$ cat src/rtl/execute_stage_pkg.sv
// Shared types and constants for the execute stage and its iterative multiply/divide unit.
package ex_pkg;

    localparam int DATA_W    = 16;
    localparam int REG_W     = 4;
    localparam int MDU_STEPS = 16;
    localparam int CNT_W     = $clog2(MDU_STEPS) + 1;

    typedef enum logic [3:0] {
        OP_ADD  = 4'h0,
        OP_SUB  = 4'h1,
        OP_AND  = 4'h2,
        OP_OR   = 4'h3,
        OP_XOR  = 4'h4,
        OP_SLL  = 4'h5,
        OP_SRL  = 4'h6,
        OP_SRA  = 4'h7,
        OP_SLT  = 4'h8,
        OP_SLTU = 4'h9,
        OP_MUL  = 4'hA,
        OP_DIVU = 4'hB,
        OP_REMU = 4'hC
    } alu_op_e;

    typedef enum logic [1:0] {
        FWD_RF  = 2'b00,
        FWD_WB  = 2'b01,
        FWD_MEM = 2'b10,
        FWD_RSV = 2'b11
    } fwd_sel_e;

    typedef enum logic [1:0] {
        MDU_IDLE = 2'd0,
        MDU_RUN  = 2'd1,
        MDU_DONE = 2'd2
    } mdu_state_e;

    function automatic logic is_muldiv(input alu_op_e op);
        return (op == OP_MUL) || (op == OP_DIVU) || (op == OP_REMU);
    endfunction

endpackage

$ cat src/rtl/execute_stage_if.sv
// ID/EX inputs, forwarding controls and EX/MEM outputs of the execute stage.
interface execute_stage_if;
    logic        regWriteE, memWriteE, aluSrcE, branchE, jumpE;
    logic [1:0]  resultSrcE;
    logic [3:0]  aluCtrlE;
    logic [15:0] rd1E, rd2E, immE, PCE, PCPlus2E;
    logic [3:0]  RdE;
    logic [1:0]  forwardAE, forwardBE;
    logic [15:0] resultW;

    logic        regWriteM, memWriteM;
    logic [1:0]  resultSrcM;
    logic [15:0] aluResM, writeDataM, PCPlus2M;
    logic [3:0]  RdM;
    logic        PCSrcE;
    logic [15:0] PCTargetE;
    logic        exBusy;

    modport master (
        output regWriteE, memWriteE, aluSrcE, branchE, jumpE, resultSrcE, aluCtrlE,
               rd1E, rd2E, immE, PCE, PCPlus2E, RdE, forwardAE, forwardBE, resultW,
        input  regWriteM, memWriteM, resultSrcM, aluResM, writeDataM, PCPlus2M, RdM,
               PCSrcE, PCTargetE, exBusy
    );

    modport slave (
        input  regWriteE, memWriteE, aluSrcE, branchE, jumpE, resultSrcE, aluCtrlE,
               rd1E, rd2E, immE, PCE, PCPlus2E, RdE, forwardAE, forwardBE, resultW,
        output regWriteM, memWriteM, resultSrcM, aluResM, writeDataM, PCPlus2M, RdM,
               PCSrcE, PCTargetE, exBusy
    );
endinterface

$ cat src/rtl/execute_stage_mdu_iter.sv
// Iterative 16-step shift-add multiplier and restoring divider (low product, quotient, remainder).
module mdu_iter
    import ex_pkg::*;
(
    input  logic              clk,
    input  logic              rst,
    input  logic              start,
    input  alu_op_e           op,
    input  logic [DATA_W-1:0] a,
    input  logic [DATA_W-1:0] b,
    output logic              busy,
    output logic              done,
    output logic [DATA_W-1:0] result
);

    mdu_state_e        state_q, state_d;
    logic [CNT_W-1:0]  cnt_q, cnt_d;
    alu_op_e           op_q, op_d;
    logic [DATA_W-1:0] acc_q, acc_d;
    logic [DATA_W-1:0] a_q, a_d;
    logic [DATA_W-1:0] b_q, b_d;
    logic [DATA_W:0]   rem_sh, rem_diff;

    always_ff @(posedge clk or posedge rst) begin
        if (rst) begin
            state_q <= MDU_IDLE;
            cnt_q   <= '0;
            op_q    <= OP_ADD;
            acc_q   <= '0;
            a_q     <= '0;
            b_q     <= '0;
        end else begin
            state_q <= state_d;
            cnt_q   <= cnt_d;
            op_q    <= op_d;
            acc_q   <= acc_d;
            a_q     <= a_d;
            b_q     <= b_d;
        end
    end

    // For divide, acc holds the partial remainder and a shifts the dividend out / quotient in.
    always_comb begin
        state_d  = state_q;
        cnt_d    = cnt_q;
        op_d     = op_q;
        acc_d    = acc_q;
        a_d      = a_q;
        b_d      = b_q;
        rem_sh   = {acc_q, a_q[DATA_W-1]};
        rem_diff = rem_sh - {1'b0, b_q};
        case (state_q)
            MDU_IDLE: begin
                if (start) begin
                    op_d    = op;
                    a_d     = a;
                    b_d     = b;
                    acc_d   = '0;
                    cnt_d   = '0;
                    state_d = MDU_RUN;
                end
            end
            MDU_RUN: begin
                if (op_q == OP_MUL) begin
                    if (b_q[0]) begin
                        acc_d = acc_q + a_q;
                    end
                    a_d = a_q << 1;
                    b_d = b_q >> 1;
                end else begin
                    a_d = {a_q[DATA_W-2:0], 1'b0};
                    if (rem_sh >= {1'b0, b_q}) begin
                        acc_d  = rem_diff[DATA_W-1:0];
                        a_d[0] = 1'b1;
                    end else begin
                        acc_d = rem_sh[DATA_W-1:0];
                    end
                end
                cnt_d = cnt_q + 1'b1;
                if (cnt_q == CNT_W'(MDU_STEPS - 1)) begin
                    state_d = MDU_DONE;
                end
            end
            MDU_DONE: state_d = MDU_IDLE;
            default:  state_d = MDU_IDLE;
        endcase
    end

    assign busy   = ((state_q == MDU_IDLE) && start) || (state_q == MDU_RUN);
    assign done   = (state_q == MDU_DONE);
    assign result = (op_q == OP_DIVU) ? a_q : acc_q;

endmodule

$ cat src/rtl/execute_stage.sv
// Execute stage: operand forwarding, ALU, branch/jump resolution and the EX/MEM register.
// Define EX_MULDIV_EN to build the iterative multiply/divide unit (opcodes A-C stall the front end).
module execute_stage
    import ex_pkg::*;
(
    input  logic           clk,
    input  logic           rst,
    execute_stage_if.slave ex
);

    function automatic logic [DATA_W-1:0] fwd_mux(input logic [1:0] sel,
                                                   input logic [DATA_W-1:0] rf,
                                                   input logic [DATA_W-1:0] wb,
                                                   input logic [DATA_W-1:0] mem);
        case (fwd_sel_e'(sel))
            FWD_WB:  return wb;
            FWD_MEM: return mem;
            default: return rf;
        endcase
    endfunction

    // Multiply/divide opcodes yield 0 here; the MDU supplies their result when built.
    function automatic logic [DATA_W-1:0] alu(input alu_op_e op,
                                              input logic [DATA_W-1:0] a,
                                              input logic [DATA_W-1:0] b);
        logic signed [DATA_W-1:0] sa;
        logic signed [DATA_W-1:0] sb;
        sa = a;
        sb = b;
        case (op)
            OP_ADD:  return a + b;
            OP_SUB:  return a - b;
            OP_AND:  return a & b;
            OP_OR:   return a | b;
            OP_XOR:  return a ^ b;
            OP_SLL:  return a << b[3:0];
            OP_SRL:  return a >> b[3:0];
            OP_SRA:  return sa >>> b[3:0];
            OP_SLT:  return {{(DATA_W-1){1'b0}}, (sa < sb)};
            OP_SLTU: return {{(DATA_W-1){1'b0}}, (a < b)};
            default: return '0;
        endcase
    endfunction

    alu_op_e           op;
    logic [DATA_W-1:0] src_a, fwd_b, src_b, alu_res, ex_res;
    logic              ex_busy, vld_p0;

    logic              reg_write_p1, mem_write_p1;
    logic [1:0]        result_src_p1;
    logic [DATA_W-1:0] alu_res_p1, write_data_p1, pc_plus2_p1;
    logic [REG_W-1:0]  rd_p1;

    assign op      = alu_op_e'(ex.aluCtrlE);
    assign src_a   = fwd_mux(ex.forwardAE, ex.rd1E, ex.resultW, alu_res_p1);
    assign fwd_b   = fwd_mux(ex.forwardBE, ex.rd2E, ex.resultW, alu_res_p1);
    assign src_b   = ex.aluSrcE ? ex.immE : fwd_b;
    assign alu_res = alu(op, src_a, src_b);

    assign ex.PCTargetE = ex.PCE + ex.immE;
    assign ex.PCSrcE    = ex.jumpE | (ex.branchE & (alu_res == '0));

`ifdef EX_MULDIV_EN
    logic              mdu_start, mdu_busy, mdu_done;
    logic [DATA_W-1:0] mdu_res;

    assign mdu_start = is_muldiv(op);

    mdu_iter u_mdu (
        .clk    (clk),
        .rst    (rst),
        .start  (mdu_start),
        .op     (op),
        .a      (src_a),
        .b      (src_b),
        .busy   (mdu_busy),
        .done   (mdu_done),
        .result (mdu_res)
    );

    assign ex_busy = mdu_busy;
    assign ex_res  = mdu_done ? mdu_res : alu_res;
`else
    assign ex_busy = 1'b0;
    assign ex_res  = alu_res;
`endif

    assign ex.exBusy = ex_busy;
    assign vld_p0    = ~ex_busy;

    // EX -> MEM boundary: a stalled cycle inserts a bubble with all control and data cleared.
    always_ff @(posedge clk or posedge rst) begin
        if (rst) begin
            reg_write_p1  <= 1'b0;
            mem_write_p1  <= 1'b0;
            result_src_p1 <= '0;
            alu_res_p1    <= '0;
            write_data_p1 <= '0;
            pc_plus2_p1   <= '0;
            rd_p1         <= '0;
        end else if (vld_p0) begin
            reg_write_p1  <= ex.regWriteE;
            mem_write_p1  <= ex.memWriteE;
            result_src_p1 <= ex.resultSrcE;
            alu_res_p1    <= ex_res;
            write_data_p1 <= fwd_b;
            pc_plus2_p1   <= ex.PCPlus2E;
            rd_p1         <= ex.RdE;
        end else begin
            reg_write_p1  <= 1'b0;
            mem_write_p1  <= 1'b0;
            result_src_p1 <= '0;
            alu_res_p1    <= '0;
            write_data_p1 <= '0;
            pc_plus2_p1   <= '0;
            rd_p1         <= '0;
        end
    end

    assign ex.regWriteM  = reg_write_p1;
    assign ex.memWriteM  = mem_write_p1;
    assign ex.resultSrcM = result_src_p1;
    assign ex.aluResM    = alu_res_p1;
    assign ex.writeDataM = write_data_p1;
    assign ex.PCPlus2M   = pc_plus2_p1;
    assign ex.RdM        = rd_p1;

endmodule

$ cat src/flat_wrapper.sv
// flat-port wrapper written by rule: the top's interface ports become plain ports
module execute_stage_flat import ex_pkg::*;
  (clk, rst, ex_regWriteE, ex_memWriteE, ex_aluSrcE, ex_branchE, ex_jumpE, ex_resultSrcE, ex_aluCtrlE, ex_rd1E, ex_rd2E, ex_immE, ex_PCE, ex_PCPlus2E, ex_RdE, ex_forwardAE, ex_forwardBE, ex_resultW, ex_regWriteM, ex_memWriteM, ex_resultSrcM, ex_aluResM, ex_writeDataM, ex_PCPlus2M, ex_RdM, ex_PCSrcE, ex_PCTargetE, ex_exBusy);
  execute_stage_if ex_i ();
  input  logic clk;
  input  logic rst;
  input wire logic [$bits(ex_i.regWriteE)-1:0] ex_regWriteE;
  input wire logic [$bits(ex_i.memWriteE)-1:0] ex_memWriteE;
  input wire logic [$bits(ex_i.aluSrcE)-1:0] ex_aluSrcE;
  input wire logic [$bits(ex_i.branchE)-1:0] ex_branchE;
  input wire logic [$bits(ex_i.jumpE)-1:0] ex_jumpE;
  input wire logic [$bits(ex_i.resultSrcE)-1:0] ex_resultSrcE;
  input wire logic [$bits(ex_i.aluCtrlE)-1:0] ex_aluCtrlE;
  input wire logic [$bits(ex_i.rd1E)-1:0] ex_rd1E;
  input wire logic [$bits(ex_i.rd2E)-1:0] ex_rd2E;
  input wire logic [$bits(ex_i.immE)-1:0] ex_immE;
  input wire logic [$bits(ex_i.PCE)-1:0] ex_PCE;
  input wire logic [$bits(ex_i.PCPlus2E)-1:0] ex_PCPlus2E;
  input wire logic [$bits(ex_i.RdE)-1:0] ex_RdE;
  input wire logic [$bits(ex_i.forwardAE)-1:0] ex_forwardAE;
  input wire logic [$bits(ex_i.forwardBE)-1:0] ex_forwardBE;
  input wire logic [$bits(ex_i.resultW)-1:0] ex_resultW;
  output wire logic [$bits(ex_i.regWriteM)-1:0] ex_regWriteM;
  output wire logic [$bits(ex_i.memWriteM)-1:0] ex_memWriteM;
  output wire logic [$bits(ex_i.resultSrcM)-1:0] ex_resultSrcM;
  output wire logic [$bits(ex_i.aluResM)-1:0] ex_aluResM;
  output wire logic [$bits(ex_i.writeDataM)-1:0] ex_writeDataM;
  output wire logic [$bits(ex_i.PCPlus2M)-1:0] ex_PCPlus2M;
  output wire logic [$bits(ex_i.RdM)-1:0] ex_RdM;
  output wire logic [$bits(ex_i.PCSrcE)-1:0] ex_PCSrcE;
  output wire logic [$bits(ex_i.PCTargetE)-1:0] ex_PCTargetE;
  output wire logic [$bits(ex_i.exBusy)-1:0] ex_exBusy;
  assign ex_i.regWriteE = ex_regWriteE;
  assign ex_i.memWriteE = ex_memWriteE;
  assign ex_i.aluSrcE = ex_aluSrcE;
  assign ex_i.branchE = ex_branchE;
  assign ex_i.jumpE = ex_jumpE;
  assign ex_i.resultSrcE = ex_resultSrcE;
  assign ex_i.aluCtrlE = ex_aluCtrlE;
  assign ex_i.rd1E = ex_rd1E;
  assign ex_i.rd2E = ex_rd2E;
  assign ex_i.immE = ex_immE;
  assign ex_i.PCE = ex_PCE;
  assign ex_i.PCPlus2E = ex_PCPlus2E;
  assign ex_i.RdE = ex_RdE;
  assign ex_i.forwardAE = ex_forwardAE;
  assign ex_i.forwardBE = ex_forwardBE;
  assign ex_i.resultW = ex_resultW;
  assign ex_regWriteM = ex_i.regWriteM;
  assign ex_memWriteM = ex_i.memWriteM;
  assign ex_resultSrcM = ex_i.resultSrcM;
  assign ex_aluResM = ex_i.aluResM;
  assign ex_writeDataM = ex_i.writeDataM;
  assign ex_PCPlus2M = ex_i.PCPlus2M;
  assign ex_RdM = ex_i.RdM;
  assign ex_PCSrcE = ex_i.PCSrcE;
  assign ex_PCTargetE = ex_i.PCTargetE;
  assign ex_exBusy = ex_i.exBusy;
  execute_stage u_core (.clk(clk), .rst(rst), .ex(ex_i));
endmodule
$ cat config.mk
export PLATFORM = sky130hd
export DESIGN_NAME = execute_stage_flat
export DESIGN_NICKNAME = d
export VERILOG_FILES = /design/src/rtl/execute_stage_pkg.sv /design/src/rtl/execute_stage_if.sv /design/src/rtl/execute_stage_mdu_iter.sv /design/src/rtl/execute_stage.sv /design/src/flat_wrapper.sv
export SDC_FILE = /design/constraint.sdc
export NUM_CORES = 1
export LEC_CHECK = 0
export CAP_MARGIN = 0
export CORE_MARGIN = 2
export CORE_UTILIZATION = 25
export DETAILED_ROUTE_END_ITERATION = 16
export PLACE_DENSITY = 0.55
export SYNTH_ARGS = -nofsm -noshare
export SYNTH_HDL_FRONTEND = slang
export SYNTH_SLANG_ARGS = --single-unit
$ cat constraint.sdc
create_clock -name clk -period 8.3 [get_ports clk]
set_input_delay 1.66 -clock clk [delete_from_list [all_inputs] [get_ports clk]]
set_output_delay 1.66 -clock clk [all_outputs]
set_load 0.05 [all_outputs]
### Word level (Yosys, flattened, before mapping)

Cells that the tools add are included.

* bitwise operators: 5
* order comparisons: 2
* $add $sub $neg: 3
* shift-type cells: 3
* reductions and logical operators: 2
* multiplexer cells: 4
* eq/ne operators: 13

Operators with widths (count)
* 16-bit one-hot mux with 10 select lines: 1
* 16-bit one-hot mux with 2 select lines: 2
* 16-bit adder: 2
* 16-bit less-than comparator: 2
* 16-bit bitwise AND: 1
* 4-bit by 3-bit equality test with 1-bit output (second input constant): 4
* 16-bit logical NOT: 1
* 16-bit two-way mux: 1
* 16-bit OR: 1
* 16-bit by 4-bit << shifter with 16-bit output: 1
* 16-bit by 4-bit >> shifter with 16-bit output: 1
* 16-bit by 4-bit >>> shifter with 16-bit output: 1
* 16-bit subtractor: 1
* 16-bit bitwise XOR: 1
* 4-bit by 2-bit equality test with 1-bit output (second input constant): 2
* 4-bit equality test (second input constant): 2
* 2-bit by 1-bit equality test with 1-bit output (second input constant): 2
* 2-bit equality test (second input constant): 2
* 4-bit by 1-bit equality test with 1-bit output (second input constant): 1
* 4-bit logical NOT: 1
* 1-bit bitwise AND: 1
* 1-bit OR: 1

* word-level logic and storage cells: 39
* register bits after elaboration: 56
* output and inout port bits: 74
* bits of input ports: 117

### Logic depth before layout (Yosys ltp)

Gate-level depths: netlist of the first run.

* depth after elaboration: 8
* gate-level depth with buffers: 20
* gate-level depth less buffers: 17

### Least setup slack after synthesis of the first run

OpenSTA, ideal clock, no wires.

* kind: input to output
* start: input ex_forwardBE[0]
* end: output ex_PCSrcE
* arrival time: 5.883 ns
* cell stages on the path: 18
* required time: 6.640 ns
* buffers on the path: 5
* slack: 0.757 ns
* cells stage by stage: inv_1 -> ha_1 -> buf_2 -> nor3b_1 -> a221o_1 -> buf_2 -> buf_2 -> clkbuf_1 -> ha_1 -> clkbuf_1 -> a221oi_1 -> o211ai_1 -> a2111oi_0 -> or3_1 -> nor4_1 -> a221o_1 -> nor4_1 -> a31o_1

* cells in the longest elaborated chain, start to end: 8
* elaborated cells on any way between the ends: 18
* those cells by class: add/sub: 2; order compare: 2; eq/ne: 2; shift: 3; mux: 3; bitwise: 5; reduce/logical: 1

RTL lines
* start: declaration: RTL line flat_wrapper.sv:21 `input wire logic [$bits(ex_i.forwardBE)-1:0] ex_forwardBE;`
* 2-bit equality test / 2-bit by 1-bit equality test with 1-bit output (equally long branches): RTL line execute_stage.sv:15 `case (fwd_sel_e'(sel))`
* 16-bit one-hot mux with 2 select lines *: RTL line execute_stage.sv:15
* 16-bit two-way mux *: RTL line execute_stage.sv:57 `assign src_b = ex.aluSrcE ? ex.immE : fwd_b;`
* 16-bit subtractor, or another cell as far along: RTL line execute_stage.sv:32 `OP_SUB: return a - b;`
* 16-bit one-hot mux with 10 select lines *: RTL line execute_stage.sv:30 `case (op)`
* via u_core.alu_res[15]: RTL line execute_stage.sv:46 `logic [DATA_W-1:0] src_a, fwd_b, src_b, alu_res, ex_res;`
* 16-bit logical NOT *: RTL line execute_stage.sv:61 `assign ex.PCSrcE = ex.jumpE | (ex.branchE & (alu_res == '0));`
* 1-bit bitwise AND *: RTL line execute_stage.sv:61
* 1-bit OR *: RTL line execute_stage.sv:61
* end: declaration: RTL line flat_wrapper.sv:30 `output wire logic [$bits(ex_i.PCSrcE)-1:0] ex_PCSrcE;`

Mark *: on every way through the listed nets, which the timed path passes. The rest lies on a longest branch.

### Worst setup path in the final report of the first run

* start: input ex_forwardBE[1]
* end: output ex_PCSrcE

The elaborated chain is that of the path after synthesis.

==> out/metrics.cfg, run 1 <==
[run_status]
status = finished, final reports clean

[global_routing]
grt_max_degree = 57
grt_use_met1 = 0.271
overflow = 0
grt_pass1_vias = 8096
grt_pass1_wl_um = 48700
met2_usage = 0.341
antenna_found_initial = 1
top_usage_layer = met2
groute.layer.met3.usage = 0.0289
grt_use_total = 0.205

[placement]
dp.cells = 1510
port_buffers = 189
place_area_um2 = 9720
gp_congestion = 0.998
hpwlAfterDp_um = 26100

[yosys]
synthCells = 950
synth_top_family_by_area = compound AO/OA/AOI/OAI gates
synthSimpleGateAreaFrac = 0.197
muxShareOfSynthArea = 0.0854
synthXorXnorAreaFrac = 0.0255
ys_types = 84
synth_nets = 1139
synth-seq-cells = 56
syn_area_um2 = 7220
avgSynthCellArea_um2 = 7.60
synthArstFlopShare = 1.00
synth_fa_ha_area_frac = 0.128
synth_edf_count = 0
synth_compound_area_frac = 0.291
ys_seq_area_frac = 0.194
synthFlopType = dfrtp_1
ys_warn_count = 0

[setup_path]
cp-startpoint = ex_forwardBE[1]
cp-endpoint = ex_PCSrcE
crit_path_top_delay_cell = clkdlybuf4s50_1
ff2ff_setup_slack_ns = 4.65
slowest_delay_ns = 0.48
critPathMaxFanout = 13
path_class = in -> out
cp.required_ns = 6.64
r2r_cells = 13
cp_top_family = compound AO/OA/AOI/OAI gates
path_buf_inv = 5
rr_startpoint = u_core.ex.aluResM[0]
worst_ep_arrival_time_ns = 6.38
cp_num_cells = 18
endpoint_kind = output port
start_kind = input pin
rr_endpoint = u_core.ex.aluResM[8]
crit_chain = clkdlybuf4s50_1, inv_1, ha_1, buf_4, a221o_1, o211ai_1, ha_1, or3b_1, a31oi_1, a211oi_1, o311ai_0, or2_2, a22o_1, nand4b_1, nor4_1, buf_4, a31o_1, buf_12

[clock_tree]
postCtsHoldBufs = 0
root_buffer = clkbuf_16
path_clk_slew_ns = 0.08
cts_htree_levels = 2
worstSkewPairLatency_ns = 0.31
cts_buffers = 5
cts_tree = built
cts_sinks = 56
clock_path_buffers = 2

[routing]
wl_per_cell_um = 21.2
drt_iter0_drc = 867
ant_nets = 0
drt_wl_total_um = 32200
drc = 0
viasPerCell = 5.44
vias = 8253
first_pass_iters = 5

[final_layout]
drive_above_1_share = 0.0758
fin_cells = 1518
diodes = 0
finalInstanceArea_um2 = 9900
area_delta_synth_final_pct = 37.1
finalNetCount = 1322

[pwr]
p_seq_frac = 0.201
leakage_nw = 4.28
comb_power_share = 0.646
power.switching_mw = 0.811
irDropWorstVdd_v = 0.0000784
clkPwrFrac = 0.153
swShare = 0.487
internal_power_mw = 0.853
pwr_density_cell_nw_per_um2 = 168
design_power_total_mw = 1.66

[worst_hold_path]
hold_start = u_core.ex.aluResM[1]
worst_hold_path_type = reg -> reg
min_path_cells = 2

[die]
io_pins = 191
rows = 62
initial_core_util = 0.253
die-area_um2 = 30300
coreArea_um2 = 28500
die_w_um = 174
die_y_um = 174

[sta]
tightest_slew_ns = 1.17
setup_viol_count_final = 0
final.setup_skew_ns = 0.00941
finalHoldViolCount = 0
drv_slew = 0
max_freq_mhz = 124
fin_tns_setup_ns = 0
grt_setup_unrepaired = false
min_period_ns = 8.04
holdWs_ns = 0.694
fin_crit_sh = 0.969
max_slew_margin = 0.210

[job]
cap_violations = 0

## state kept, by name, indices dropped and copies added (netlist names)
name                  flops
u_core.ex.RdM             4
u_core.ex.PCPlus2M       16
u_core.ex.aluResM        16
u_core.ex.resultSrcM      2
u_core.ex.regWriteM       1
u_core.ex.memWriteM       1
u_core.ex.writeDataM     16
## power by group through the flow
stage,Clock [mW],Sequential [mW],Combinational [mW]
after detailed placement,0,0.340,1.05
after global placement,0,0.340,1.06
after CTS,0.259,0.335,1.06
after global routing,0.267,0.338,1.14
after floorplan,0,0.454,0.549
final,0.254,0.334,1.08
## area by class of cell
class	count	area, um^2
Tap cell	384	480
Fill cell	2991	18600
Timing Repair Buffer	240	2290
Clock inverter	3	46.3
Sequential cell	56	1400
Multi-Input combinational cell	753	5270
Inverter	77	289
Clock buffer	5	125
## cell usage in the layout, fill, tap and decap left out, drive strengths merged, types with 10 or more instances in the layout
cell,instances
a211oi,11
a21o,13
a21oi,48
a221o,11
a22oi,43
a31oi,13
buf,53
clkdlybuf4s50,187
dfrtp,56
ha,69
inv,77
mux2i,50
nand2,101
nand2b,12
nand3,21
nor2,72
nor2b,10
nor3,27
o211ai,16
o21ai,60
o221ai,11
xnor2,16
## synth_stat cells, types with 15 or more instances
master | instances | area share
o21ai_0 | 50 | 0.035
nand3_1 | 21 | 0.015
xnor2_1 | 16 | 0.019
nor3_1 | 27 | 0.019
nor2_1 | 72 | 0.037
o211ai_1 | 15 | 0.016
ha_1 | 69 | 0.12
buf_2 | 16 | 0.011
a21oi_1 | 48 | 0.033
inv_1 | 75 | 0.039
clkbuf_1 | 34 | 0.018
a22oi_1 | 43 | 0.045
dfrtp_1 | 56 | 0.19
mux2i_1 | 49 | 0.068
nand2_1 | 101 | 0.052
## per-stage QoR
step,util,worst slack [ns]
2_1_floorplan,-,0.757
3_3_place_gp,0.340,0.222
3_5_place_dp,0.340,0.156
4_1_cts,0.346,0.127
5_1_grt,0.347,0.00261
6_report,0.347,0.257
## worst register-to-register path: stages (launching register included)
cell	delay [ns]
dfrtp_1	0.43
a221o_1	0.38
o211ai_2	0.20
inv_2	0.08
ha_1	0.23
fa_1	0.45
nor2b_1	0.15
o311ai_0	0.54
a2111o_1	0.31
nand2b_1	0.09
mux2i_1	0.16
xor2_1	0.17
o221ai_1	0.17
buf_4	0.18
## routing by layer
metal / routed length, um / share of wire
met1: 13900 / 0.43
met2: 14400 / 0.45
met3: 2660 / 0.083
met4: 1190 / 0.037
met5: 13 / 0.00040
## worst min path at each step
stage / slack (ns) / to
6_report: 0.69 / u_core.ex.writeDataM[1]
5_1_grt: 0.72 / u_core.ex.writeDataM[1]
4_1_cts: 0.69 / u_core.ex.writeDataM[1]
3_5_place_dp: 0.67 / u_core.ex.writeDataM[1]
3_3_place_gp: 0.68 / u_core.ex.writeDataM[0]
2_1_floorplan: 0.94 / u_core.ex.writeDataM[1]
## cell families (layout without fill, tap and decap cells)
kind of cell               count (synthesis)  in the layout
adders and majority gates                 72             72
muxes                                     59             59
buffers and inverters                    141            325
DFF                                       56             56
xor gates and xnor gates                  21             21
AOI/OAI and AO/OA                        301            301
other                                      1              1
and+or+nand+nor                          299            299
## timing repair
action,in CTS,in global routing
setup endpoints to repair,0,1
resized for setup,0,4
buffers inserted,0,0
(Power assumes the default switching activity.)
==> run 2: changes to the inputs <==
PLACE_DENSITY = 0.56   (was 0.55)
clock period = 6.8 ns   (was 8.3 ns; I/O delays follow)
==> out/metrics.cfg, run 2 (synthesis gave the netlist of run 1 again) <==
[final_layout]
diodes = 0
area_delta_synth_final_pct = 56.3
fin_cells = 1675
finalInstanceArea_um2 = 11300
utilization = 0.396
final_common_cell = buf_4
final_cell_mix = buf_4 (201), clkdlybuf4s50_1 (178), nand2_1 (101)
drive_above_1_share = 0.218
finalNetCount = 1479
n_fill_cell = 2962

[sta]
fin_tns_setup_ns = 0
holdWs_ns = 0.678
max_slew_margin = 0.492
setup_ws_ns = 0.0844
tightest_slew_ns = 0.763
setup_viol_count_final = 0
min_period_ns = 6.72
max_freq_mhz = 149
finalHoldViolCount = 0
drv_slew = 0
final.setup_skew_ns = 0.00660
fin_crit_sh = 0.988

[global_routing]
grt_use_total = 0.216
antenna_found_initial = 0
top_usage_layer = met2
met2_usage = 0.361
groute.layer.met3.usage = 0.0357
grt_pass1_vias = 8840
grt_max_degree = 57
grt_use_met1 = 0.276
overflow = 0
grt_pass1_wl_um = 51400

[clock_tree]
cts_htree_levels = 2
path_clk_slew_ns = 0.08
worstSkewPairLatency_ns = 0.32
cts_buffers = 5
root_buffer = clkbuf_16
cts_tree = built
cts_sinks = 56
postCtsHoldBufs = 0
clock_path_buffers = 2

[die]
io_pins = 191
coreArea_um2 = 28500
die_w_um = 174
die_y_um = 174
initial_core_util = 0.253
rows = 62
die-area_um2 = 30300

[placement]
port_buffers = 189
place_area_um2 = 10800
dp_slack_ns = -0.578
hpwlAfterDp_um = 27400
dp.cells = 1649
gp_congestion = 0.987

[setup_path]
start_kind = input pin
endpoint_kind = output port
critPathMostFrequentCell = buf_4
cp.required_ns = 5.44
critPathMaxFanout = 21
path_class = in -> out
crit_path_top_delay_cell = a311oi_1
slowest_delay_ns = 0.44
crit_chain = clkbuf_2, inv_2, ha_4, buf_4, a221o_1, o211ai_2, buf_4, buf_4, buf_4, ha_1, nand2_1, a31oi_1, o32a_1, nor2_1, a311oi_1, o2111ai_1, a211o_1, nor4_2, buf_4, a31o_2, buf_12
r2r_cells = 15
worst_ep_arrival_time_ns = 5.36

[worst_hold_path]
worst_hold_path_type = reg -> reg
min_path_cells = 2

[run_status]
status = finished, final reports clean

[routing]
wl_per_cell_um = 20.2
drt_wl_total_um = 33800
ant_nets = 0
vias = 8816
drc = 0
first_pass_iters = 5
viasPerCell = 5.26
drt_iter0_drc = 796

[pwr]
leakage_nw = 5.12
irDropWorstVdd_v = 0.000104
design_power_total_mw = 2.23
pwr_density_cell_nw_per_um2 = 198

[job]
cap_violations = 0

==> run 2: cell types whose count changed in the layout (fill, tap and decap cells not counted), moves of 5 or more <==
| cell | previous run | this run |
|---|---|---|
| ha_1 | 68 | 61 |
| ha_4 | 0 | 5 |
| o21ai_1 | 11 | 18 |
| dlymetal6s2s_1 | 0 | 5 |
| buf_4 | 50 | 201 |
| clkdlybuf4s50_1 | 187 | 178 |
| o21ai_0 | 49 | 40 |
==> run 2: critical path, delay by kind of cell <==
| kind | cells | cell delay (ns) |
|---|---|---|
| compound gates | 8 | 2.00 |
| buf+inv | 8 | 1.14 |
| fa+ha+maj | 2 | 0.47 |
| simple gates | 3 | 0.39 |
==> run 2: repair_timing <==
item                       in CTS  in global routing
cloned                          0                  1
resized for setup              37                 37
setup buffers                  13                  5
setup endpoints to repair       1                  2
pin swaps                      17                 23
==> run 2: final cells by class <==
cell class,count,area [um^2],share of cell area
Multi-Input combinational cell,753,5450,0.482
Clock inverter,3,27.5,0.00244
Tap cell,384,480,0.0425
Inverter,77,289,0.0256
Timing Repair Buffer,397,3520,0.312
Sequential cell,56,1400,0.124
Clock buffer,5,125,0.0111
==> run 2: worst paths after layout <==
| check | startpoint | slack, ns | endpoint |
|---|---|---|---|
| worst max-delay path | ex_forwardBE[0] | 0.08 | ex_PCSrcE |
| worst min-delay path | u_core.ex.aluResM[1] | 0.68 | u_core.ex.writeDataM[1] |
| worst max register to register | u_core.ex.aluResM[4] | 3.17 | u_core.ex.aluResM[13] |
| worst min register to register | u_core.ex.aluResM[1] | 0.68 | u_core.ex.writeDataM[1] |
| max in group asynchronous | rst | 4.72 | u_core.ex.writeDataM[10] |
| min in group asynchronous | rst | 1.57 | u_core.ex.writeDataM[3] |
==> run 2: power breakdown <==
| part | total [mW] | internal (mW) | switching, mW |
|---|---|---|---|
| Combinational | 1.54 | 0.658 | 0.884 |
| Clock | 0.282 | 0.140 | 0.141 |
| Sequential | 0.407 | 0.375 | 0.0326 |
==> run 2: routing by layer <==
layer  vias to the layer above  share of wire
met1                      4122           0.43
met4                         0          0.039
met3                        81          0.079
met5                         -              0
met2                       462           0.46
li1                       4151              -
==> run 3: changes to the inputs <==
SLEW_MARGIN = 20   (was unset)
==> results of run 3 <==
Final layout, timing and power as in run 2 (identical DEF).
